[config.mk]
export PLATFORM = sky130hd
export DESIGN_NAME = win_avg_diff
export DESIGN_NICKNAME = d
export VERILOG_FILES = /design/src/rtl/win_avg_diff_pkg.sv /design/src/rtl/win_avg_hist.sv /design/src/rtl/win_avg_diff.sv
export SDC_FILE = /design/constraint.sdc
export NUM_CORES = 1
export LEC_CHECK = 0
export ABC_AREA = 1
export CAP_MARGIN = 20
export CORE_ASPECT_RATIO = 0.75
export CORE_UTILIZATION = 35
export CTS_BUF_LIST = sky130_fd_sc_hd__clkbuf_8
export DETAILED_ROUTE_END_ITERATION = 16
export PLACE_DENSITY_LB_ADDON = 0.05
export SYNTH_ARGS = -nofsm -noshare
export SYNTH_HDL_FRONTEND = slang
export SYNTH_SLANG_ARGS = --single-unit
[constraint.sdc]
create_clock -name clk -period 3.8 [get_ports clk]
set_input_delay 0.76 -clock clk [delete_from_list [all_inputs] [get_ports clk]]
set_output_delay 0.76 -clock clk [all_outputs]
set_load 0.05 [all_outputs]
[src/rtl/win_avg_diff_pkg.sv]
// Shared types, mode constants and arithmetic helpers for the windowed averager.
// Imported by win_avg_diff and win_avg_hist.
package win_avg_pkg;

    typedef enum logic [0:0] {
        FILL   = 1'b0,
        STEADY = 1'b1
    } state_t;

    localparam int MODE_BLOCK = 0;
    localparam int MODE_SLIDE = 1;

    // Operand width of abs_diff; callers zero-extend W-bit values into it.
    localparam int ABS_W = 32;

    function automatic logic [ABS_W-1:0] abs_diff(
        input logic [ABS_W-1:0] a,
        input logic [ABS_W-1:0] b
    );
        logic [ABS_W-1:0] r;
        if (a >= b) begin
            r = a - b;
        end else begin
            r = b - a;
        end
        return r;
    endfunction

endpackage

[src/rtl/win_avg_hist.sv]
// N x W sample history ring. The slot under the write pointer is always the
// oldest stored sample, i.e. the one the next write will replace.
module win_avg_hist
    import win_avg_pkg::*;
#(
    parameter int W     = 8,
    parameter int LOG2N = 2
) (
    input  logic         clk,
    input  logic         rst_n,
    input  logic         clr,
    input  logic         i_wr_en,
    input  logic [W-1:0] i_wr_data,
    output logic [W-1:0] o_oldest
);

    localparam int N = 1 << LOG2N;

    logic [W-1:0]     r_mem [N];
    logic [LOG2N-1:0] r_wptr;

    // Write pointer, wraps modulo N.
    always_ff @(posedge clk or negedge rst_n) begin
        if (!rst_n) begin
            r_wptr <= {LOG2N{1'b0}};
        end else if (clr) begin
            r_wptr <= {LOG2N{1'b0}};
        end else if (i_wr_en) begin
            r_wptr <= r_wptr + LOG2N'(1);
        end else begin
            r_wptr <= r_wptr;
        end
    end

    // Sample storage, cleared on reset and flush.
    always_ff @(posedge clk or negedge rst_n) begin
        if (!rst_n) begin
            for (int i = 0; i < N; i++) begin
                r_mem[i] <= {W{1'b0}};
            end
        end else if (clr) begin
            for (int i = 0; i < N; i++) begin
                r_mem[i] <= {W{1'b0}};
            end
        end else if (i_wr_en) begin
            r_mem[r_wptr] <= i_wr_data;
        end else begin
            r_mem[r_wptr] <= r_mem[r_wptr];
        end
    end

    assign o_oldest = r_mem[r_wptr];

endmodule

[src/rtl/win_avg_diff.sv]
// Windowed mean of N = 2**LOG2N samples plus |mean - newest sample|, block or
// sliding mode. Define AVG_ROUND_EN for round-half-up averaging (default truncates).
module win_avg_diff
    import win_avg_pkg::*;
#(
    parameter int W     = 8,
    parameter int LOG2N = 2,
    parameter int MODE  = 0
) (
    input  logic         clk,
    input  logic         rst_n,
    input  logic         clr,
    input  logic         in_valid,
    output logic         in_ready,
    input  logic [W-1:0] in_data,
    output logic         out_valid,
    input  logic         out_ready,
    output logic [W-1:0] avg_out,
    output logic [W-1:0] diff_out,
    output logic         done
);

    localparam int N  = 1 << LOG2N;
    localparam int AW = W + LOG2N;
    localparam logic [LOG2N-1:0] CNT_LAST = {LOG2N{1'b1}};

`ifdef AVG_ROUND_EN
    localparam logic [AW-1:0] ROUND_BIAS = AW'(N / 2);
`else
    localparam logic [AW-1:0] ROUND_BIAS = {AW{1'b0}};
`endif

    logic             r_out_valid;
    logic [W-1:0]     r_avg_out;
    logic [W-1:0]     r_diff_out;
    logic             r_done;
    logic [AW-1:0]    r_acc;
    logic [LOG2N-1:0] r_count;
    state_t           r_state;

    logic             w_in_ready;
    logic             w_fire;
    logic             w_drain;
    logic             w_last;
    logic [W-1:0]     w_oldest;
    logic [AW-1:0]    w_sample;
    logic [AW-1:0]    w_sum_add;
    logic [AW-1:0]    w_sum_slide;
    logic [AW-1:0]    w_acc_nxt;
    logic [AW-1:0]    w_res_sum;
    logic [LOG2N-1:0] w_count_nxt;
    state_t           w_state_nxt;
    logic             w_emit;
    logic             w_done_nxt;
    logic [W-1:0]     w_avg;
    logic [W-1:0]     w_diff;

    // A held result blocks intake unless it drains this cycle.
    assign w_in_ready = !clr && !(r_out_valid && !out_ready);
    assign w_fire     = in_valid && w_in_ready;
    assign w_drain    = r_out_valid && out_ready;
    assign w_last     = (r_count == CNT_LAST);

    // The window sum fits AW bits, so modular add-then-subtract is exact.
    assign w_sample    = AW'(in_data);
    assign w_sum_add   = r_acc + w_sample;
    assign w_sum_slide = r_acc + w_sample - AW'(w_oldest);

    generate
        if (MODE == MODE_SLIDE) begin : g_hist
            win_avg_hist #(
                .W     (W),
                .LOG2N (LOG2N)
            ) u_hist (
                .clk       (clk),
                .rst_n     (rst_n),
                .clr       (clr),
                .i_wr_en   (w_fire),
                .i_wr_data (in_data),
                .o_oldest  (w_oldest)
            );
        end else begin : g_no_hist
            assign w_oldest = {W{1'b0}};
        end
    endgenerate

    // Next window state and whether this accept completes a result.
    always_comb begin
        w_acc_nxt   = r_acc;
        w_count_nxt = r_count;
        w_state_nxt = r_state;
        w_emit      = 1'b0;
        w_res_sum   = w_sum_add;
        if (clr) begin
            w_acc_nxt   = {AW{1'b0}};
            w_count_nxt = {LOG2N{1'b0}};
            w_state_nxt = FILL;
        end else if (w_fire) begin
            if ((MODE == MODE_SLIDE) && (r_state == STEADY)) begin
                w_acc_nxt = w_sum_slide;
                w_res_sum = w_sum_slide;
                w_emit    = 1'b1;
            end else if (w_last) begin
                w_emit      = 1'b1;
                w_res_sum   = w_sum_add;
                w_count_nxt = {LOG2N{1'b0}};
                if (MODE == MODE_SLIDE) begin
                    w_acc_nxt   = w_sum_add;
                    w_state_nxt = STEADY;
                end else begin
                    w_acc_nxt   = {AW{1'b0}};
                    w_state_nxt = FILL;
                end
            end else begin
                w_acc_nxt   = w_sum_add;
                w_count_nxt = r_count + LOG2N'(1);
            end
        end else begin
            w_acc_nxt = r_acc;
        end
    end

    assign w_done_nxt = (w_state_nxt == FILL) && (w_count_nxt == {LOG2N{1'b0}});
    assign w_avg      = W'((w_res_sum + ROUND_BIAS) >> LOG2N);
    assign w_diff     = W'(abs_diff(ABS_W'(w_avg), ABS_W'(in_data)));

    // Window bookkeeping registers.
    always_ff @(posedge clk or negedge rst_n) begin
        if (!rst_n) begin
            r_acc   <= {AW{1'b0}};
            r_count <= {LOG2N{1'b0}};
            r_state <= FILL;
            r_done  <= 1'b1;
        end else begin
            r_acc   <= w_acc_nxt;
            r_count <= w_count_nxt;
            r_state <= w_state_nxt;
            r_done  <= w_done_nxt;
        end
    end

    // Result register; a new result may load in the same cycle the old one drains.
    always_ff @(posedge clk or negedge rst_n) begin
        if (!rst_n) begin
            r_out_valid <= 1'b0;
            r_avg_out   <= {W{1'b0}};
            r_diff_out  <= {W{1'b0}};
        end else if (clr) begin
            r_out_valid <= 1'b0;
            r_avg_out   <= r_avg_out;
            r_diff_out  <= r_diff_out;
        end else if (w_emit) begin
            r_out_valid <= 1'b1;
            r_avg_out   <= w_avg;
            r_diff_out  <= w_diff;
        end else if (w_drain) begin
            r_out_valid <= 1'b0;
            r_avg_out   <= r_avg_out;
            r_diff_out  <= r_diff_out;
        end else begin
            r_out_valid <= r_out_valid;
            r_avg_out   <= r_avg_out;
            r_diff_out  <= r_diff_out;
        end
    end

    assign in_ready  = w_in_ready;
    assign out_valid = r_out_valid;
    assign avg_out   = r_avg_out;
    assign diff_out  = r_diff_out;
    assign done      = r_done;

endmodule

==> results.json, run 1 <==
{
  "syn_to_final_growth_pct": 37.9,
  "synth_area_per_cell_um2": 7.80,
  "fin_nets": 410,
  "hold_viol_final": 0,
  "synth_top_cell_by_area": "dfrtp_1",
  "port_buffers": 31,
  "tritoncts": "done",
  "vias": 2142,
  "rsz0062_at_grt": "false",
  "core_area_mm2": 0.00635,
  "peakVddDrop_mv": 0.215,
  "fillers": 637,
  "fin_skew_ns": 0.00826,
  "syn_area_mm2": 0.00232,
  "yosys_warnings": 0,
  "die_w_um": 96.0,
  "critPathTopFamily": "adder cells",
  "antenna_found_initial": 0,
  "swShare": 0.429,
  "synth_top_area_frac": 0.324,
  "clkPwrFrac": 0.186,
  "hold_class": "register to register",
  "cellPowerDensity_mw_per_mm2": 579,
  "fp.dieH_um": 72.5,
  "syn_nets": 336,
  "timing.final.ws_setup_ns": 0.213,
  "status": "completed",
  "firstDrtPassIters": 4,
  "grt_pass1_wl_um": 9830,
  "fin_crit_sh": 0.944,
  "crit_path_cell_trace": "clkdlybuf4s50_1, ha_2, fa_2, nand3_1, nand2_1, nand2_1, o311ai_1, xor2_1, ha_1, nand2_2, inv_2, a21oi_4, nand3_4, inv_6, o211ai_2, o21ai_2, nand3_1, nand3_1, nand2_1",
  "final_antenna_net_count": 0,
  "post-route-drc-count": 0,
  "cts_buffer_depth": 2,
  "p_comb_frac": 0.587,
  "worstSetupStartpointType": "input pin",
  "clock_sinks": 31,
  "path_clk_slew_ns": 0.07,
  "netlist_top_cells_area": "dfrtp_1 (32%), ha_1 (12%), nand2_1 (12%)",
  "cts_root_buffer": "clkbuf_8",
  "worstPathArrival_ns": 3.77,
  "syn_inst": 297,
  "p_leak_nw": 1.73,
  "place_congestion": 0.822,
  "tightestPinTransition_ns": 0.561,
  "setup_viol": 0,
  "cp.required_ns": 3.98,
  "wl_per_cell_um": 13.1,
  "criticalPathCategory": "input pin to register",
  "cpPeakStageDelay_ns": 0.44,
  "fmax_mhz": 279,
  "p_sw_w": 0.000795,
  "intPower_w": 0.00106,
  "finalMaxSlewViolations": 0,
  "dp_hpwl_um": 4530,
  "critPathCaptureType": "register",
  "worstSkewPairLatency_ns": 0.29,
  "grt.overflow.total": 0,
  "maxSlewHeadroom": 0.625,
  "crit_slowest_cell": "clkdlybuf4s50_1",
  "cts_max_level": 2,
  "fin_crit_ns": 3.59,
  "holdWs_ns": 0.482,
  "insertedDiodeCount": 0,
  "fp.dieArea_mm2": 0.00695,
  "grt_pass1_vias": 2101,
  "ys_ff_latch": 31,
  "synth.distinct_cells": 34,
  "finalSetupTns_ns": 0,
  "utilization": 0.503,
  "avgViaCountPerCell": 4.73,
  "post-place-ws_ns": -0.243,
  "numCtsBuffers": 5,
  "drv_cap": 0,
  "grt_max_degree": 32,
  "ys_seq_area_frac": 0.335,
  "io_pins": 32,
  "p_total_w": 0.00185,
  "cp_max_fo": 8,
  "first_iter_violations": 69,
  "drt_wl_total_um": 5930,
  "start_util": 0.365,
  "rows": 25,
  "grt_util_all_layers": 0.190,
  "drive_above_1_share": 0.250,
  "pwr-share-seq": 0.227,
  "cp_num_buf_inv": 3
}
## metal layers
| layer | up-vias | part of all wire | track usage |
|---|---|---|---|
| met2 | 34 | 0.41 | 0.288 |
| met4 | 0 | 0.013 | 0.0597 |
| met3 | 6 | 0.036 | 0.0346 |
| li1 | 1111 | - | - |
| met1 | 991 | 0.54 | 0.273 |
| met5 | - | 0 | 0 |
## cell usage after synthesis, drive strengths merged
| cell | n |
|---|---|
| a21o | 1 |
| a21oi | 17 |
| a32o | 2 |
| and2 | 1 |
| clkbuf | 4 |
| clkinv | 1 |
| dfrtp | 30 |
| dfstp | 1 |
| fa | 3 |
| ha | 23 |
| inv | 48 |
| nand2 | 92 |
| nand3 | 31 |
| nand4 | 2 |
| nor2 | 5 |
| nor3 | 2 |
| o211ai | 1 |
| o21a | 1 |
| o21ai | 23 |
| o22ai | 1 |
| o311ai | 1 |
| or2 | 2 |
| xnor2 | 1 |
| xor2 | 4 |
## through the flow
step,instance area [µm²],instances
6_report,3200,453
5_1_grt,3200,453
4_1_cts,3120,451
3_5_place_dp,3000,443
3_3_place_gp,3000,443
2_1_floorplan,2320,297
## placed cells by master, fill, tap and decap left out, drive strengths merged, types with 3 or more instances in the layout
cell / netlist / routed
nand2: 92 / 92
inv: 48 / 48
buf: 0 / 39
nand3: 31 / 32
dfrtp: 30 / 30
clkdlybuf4s50: 0 / 27
ha: 23 / 23
o21ai: 23 / 23
a21oi: 17 / 17
clkbuf: 4 / 6
nor2: 5 / 5
xor2: 4 / 4
dlymetal6s2s: 0 / 4
fa: 3 / 3
## area by class of cell
class                           instances  area, µm²  area share
Clock buffer                            6       82.6      0.0258
Clock inverter                          2       35.0      0.0110
Inverter                               49        194      0.0607
Multi-Input combinational cell        214       1390       0.436
Sequential cell                        31        777       0.243
Tap cell                               81        101      0.0317
Timing Repair Buffer                   70        613       0.192
## final timing paths
check	start	endpoint	slack [ns]	cells after the start
setup / recovery	in_data[0]	diff_out[7]$_DFFE_PN0P_	0.21	19
hold / removal	diff_out[5]$_DFFE_PN0P_	diff_out[5]$_DFFE_PN0P_	0.48	2
setup reg to reg	r_acc[1]$_DFFE_PN0P_	diff_out[7]$_DFFE_PN0P_	0.73	22
hold reg to reg	diff_out[5]$_DFFE_PN0P_	diff_out[5]$_DFFE_PN0P_	0.48	2
max in group asynchronous	rst_n	done$_DFF_PN1_	2.58	2
min in group asynchronous	rst_n	avg_out[6]$_DFFE_PN0P_	0.89	2
## sequential cells by signal (all words and copies together), names as in the netlist
register   flops
out_valid      1
done           1
r_state        1
diff_out       8
avg_out        8
r_count        2
r_acc         10
## worst min-delay path, stage by stage, from the launching register on
cell and delay [ns]:
dfrtp_1 0.35, nand2_1 0.05, nand2_1 0.05
## cells by family after synthesis
kind of cell / after synthesis / synth area share
xor+xnor: 5 / 0.0189
compound gates: 47 / 0.128
flops: 31 / 0.335
fa+ha+maj: 26 / 0.150
simple gates: 135 / 0.279
buf+inv: 53 / 0.0891
## power groups by stage
| stage | sequential [W] | combinational (W) | clock (W) |
|---|---|---|---|
| after global routing | 0.000428 | 0.00120 | 0.000371 |
| final | 0.000420 | 0.00109 | 0.000344 |
| after CTS | 0.000418 | 0.00107 | 0.000361 |
| after detailed placement | 0.000424 | 0.00106 | 0 |
| after floorplan | 0.000561 | 0.000532 | 0 |
| after global placement | 0.000423 | 0.00106 | 0 |
## repair_timing
| item | in CTS | in global routing |
|---|---|---|
| buffers inserted | 0 | 1 |
| setup endpoints to repair | 0 | 7 |
| hold buffers | 0 | 0 |
| gates resized for setup | 0 | 12 |
Power figures use the tool's default switching activity.
==> run 2, diff against run 1 <==
--- a/config.mk
+++ b/config.mk
@@ -7,11 +7,11 @@
 export LEC_CHECK = 0
 export ABC_AREA = 1
 export CAP_MARGIN = 20
-export CORE_ASPECT_RATIO = 0.75
-export CORE_UTILIZATION = 35
+export CORE_UTILIZATION = 57
 export CTS_BUF_LIST = sky130_fd_sc_hd__clkbuf_8
 export DETAILED_ROUTE_END_ITERATION = 16
 export PLACE_DENSITY_LB_ADDON = 0.05
+export RECOVER_POWER = 50
 export SYNTH_ARGS = -nofsm -noshare
 export SYNTH_HDL_FRONTEND = slang
 export SYNTH_SLANG_ARGS = --single-unit
==> results.json, run 2 (synthesis gave the netlist of run 1 again) <==
{
  "avgViaCountPerCell": 5.32,
  "p_comb_frac": 0.580,
  "dp_cells": 406,
  "hold_class": "register to register",
  "p_leak_nw": 1.68,
  "clock_sinks": 31,
  "holdWs_ns": 0.479,
  "largest_reg_flops": 10,
  "criticalPathCategory": "input pin to register",
  "grt_pass1_vias": 2094,
  "fin_crit_ns": 3.69,
  "tritoncts": "done",
  "die_w_um": 65.8,
  "drt_wl_total_um": 6050,
  "top_register": "r_acc",
  "worstSetupStartpointType": "input pin",
  "peakVddDrop_mv": 0.354,
  "fillers": 266,
  "firstDrtPassIters": 4,
  "drive_above_1_share": 0.221,
  "dpl_cell_area_mm2": 0.00293,
  "finalMaxSlewViolations": 32,
  "worstSkewPairLatency_ns": 0.30,
  "fp.dieH_um": 65.8,
  "clkPwrFrac": 0.190,
  "path_clk_slew_ns": 0.07,
  "status": "finished, violations left",
  "rows": 22,
  "grt.overflow.total": 0,
  "vias": 2208,
  "grt_util_all_layers": 0.300,
  "p_sw_w": 0.000812,
  "post-route-drc-count": 0,
  "dp_hpwl_um": 4430,
  "cts_buffer_depth": 2,
  "wl_per_cell_um": 14.6,
  "maxSlewHeadroom": -0.170,
  "violations": "max-capacitance violations, max-slew violations",
  "cp_max_fo": 8,
  "finalSetupTns_ns": 0,
  "final_antenna_net_count": 0,
  "crit_path_cell_trace": "clkdlybuf4s50_1, ha_1, a21oi_1, nand3_2, nand2_2, nand2_2, nand2_2, a21oi_4, inv_1, nand2_2, and2_4, ha_1, nand2_2, inv_2, a21oi_4, nand3_4, inv_6, nand3_2, nand3_2, nand3_1, nand3_1, nand2_1",
  "finalInstanceArea_mm2": 0.00307,
  "cp.required_ns": 3.98,
  "final_common_cell": "nand2_1",
  "critPathTopFamily": "simple AND/OR/NAND/NOR gates",
  "intPower_w": 0.00102,
  "fp.dieArea_mm2": 0.00432,
  "grt_pass1_wl_um": 9470,
  "numCtsBuffers": 5,
  "cts_root_buffer": "clkbuf_8",
  "cp_num_buf_inv": 4,
  "postCtsSetupRepairBufs": 0,
  "grt_max_degree": 32,
  "tightestPinTransition_ns": 1.75,
  "hold_buffers": 0,
  "core_area_mm2": 0.00377,
  "cpPeakStageDelay_ns": 0.42,
  "drv_cap": 1,
  "setup_viol": 0,
  "insertedDiodeCount": 0,
  "io_pins": 32,
  "fin_skew_ns": 0.00923,
  "fmax_mhz": 271,
  "crit_slowest_cell": "clkdlybuf4s50_1",
  "syn_to_final_growth_pct": 32.6,
  "antenna_found_initial": 0,
  "fin_cells": 415,
  "critPathCaptureType": "register",
  "hold_viol_final": 0,
  "start_util": 0.614,
  "pwr-share-seq": 0.230,
  "fin_nets": 405,
  "port_buffers": 31,
  "swShare": 0.444,
  "cpMostUsedCell": "nand2_2",
  "cts_max_level": 2,
  "first_iter_violations": 137,
  "utilization": 0.815,
  "worstPathArrival_ns": 3.88,
  "cellPowerDensity_mw_per_mm2": 595,
  "final_cell_mix": "nand2_1 (74), inv_1 (44), buf_4 (32)",
  "fin_crit_sh": 0.972,
  "place_congestion": 0.912
}
[run 2: cell types whose count changed in the layout (fill, tap and decap cells not counted), sizes merged]
cell           change
buf                -7
dlygate4sd3        +7
clkbuf             +2
dlymetal6s2s       -4
clkdlybuf4s50      -3
[run 2: worst paths after layout]
kind / start / end / slack (ns) / cells after the start
setup / recovery: in_data[4] / diff_out[6]$_DFFE_PN0P_ / 0.11 / 22
hold / removal: diff_out[4]$_DFFE_PN0P_ / diff_out[4]$_DFFE_PN0P_ / 0.48 / 2
max in group asynchronous: rst_n / r_acc[6]$_DFFE_PN0P_ / 1.32 / 2
min in group asynchronous: rst_n / avg_out[0]$_DFFE_PN0P_ / 1.45 / 2
hold reg to reg: diff_out[4]$_DFFE_PN0P_ / diff_out[4]$_DFFE_PN0P_ / 0.48 / 2
setup reg to reg: r_acc[4]$_DFFE_PN0P_ / diff_out[6]$_DFFE_PN0P_ / 0.64 / 21
[run 2: tightest hold or removal path: cells and delay by family, from the launching register on]
family,cells,cell delay (ns)
and+or+nand+nor,2,0.11
DFF,1,0.34
[run 2: cell type report]
class                           count  area, µm²  share of cell area
Tap cell                           48       60.1              0.0195
Clock inverter                      2       35.0              0.0114
Timing Repair Buffer               65        558               0.182
Inverter                           49        194              0.0631
Multi-Input combinational cell    214       1370               0.445
Sequential cell                    31        777               0.253
Clock buffer                        6       82.6              0.0269
[run 2: what timing repair did]
action | in CTS | in global routing
resized for setup | 0 | 6
endpoints found under the hold margin | 0 | 0
setup endpoints to repair | 0 | 4
[run 2: per-stage QoR]
stage / total power, W / setup slack [ns]
detailed placement: 0.00145 / -0.113
finish: 0.00183 / 0.105
global route: 0.00195 / -0.0645
global placement: 0.00143 / -0.0149
floorplan: 0.00109 / 0.509
CTS: 0.00180 / 0.168
[run 2: metal layers]
layer,share of wire,track usage
met5,0,0
met4,0.015,0.103
met3,0.034,0.0538
met2,0.52,0.523
met1,0.43,0.367
[run 2: power groups by stage]
stage          Combinational (W)  Clock (W)  Sequential (W)
2_1_floorplan           0.000532          0        0.000561
3_3_place_gp             0.00100          0        0.000422
3_5_place_dp             0.00102          0        0.000425
4_1_cts                  0.00103   0.000352        0.000420
5_1_grt                  0.00116   0.000364        0.000425
6_report                 0.00106   0.000348        0.000420
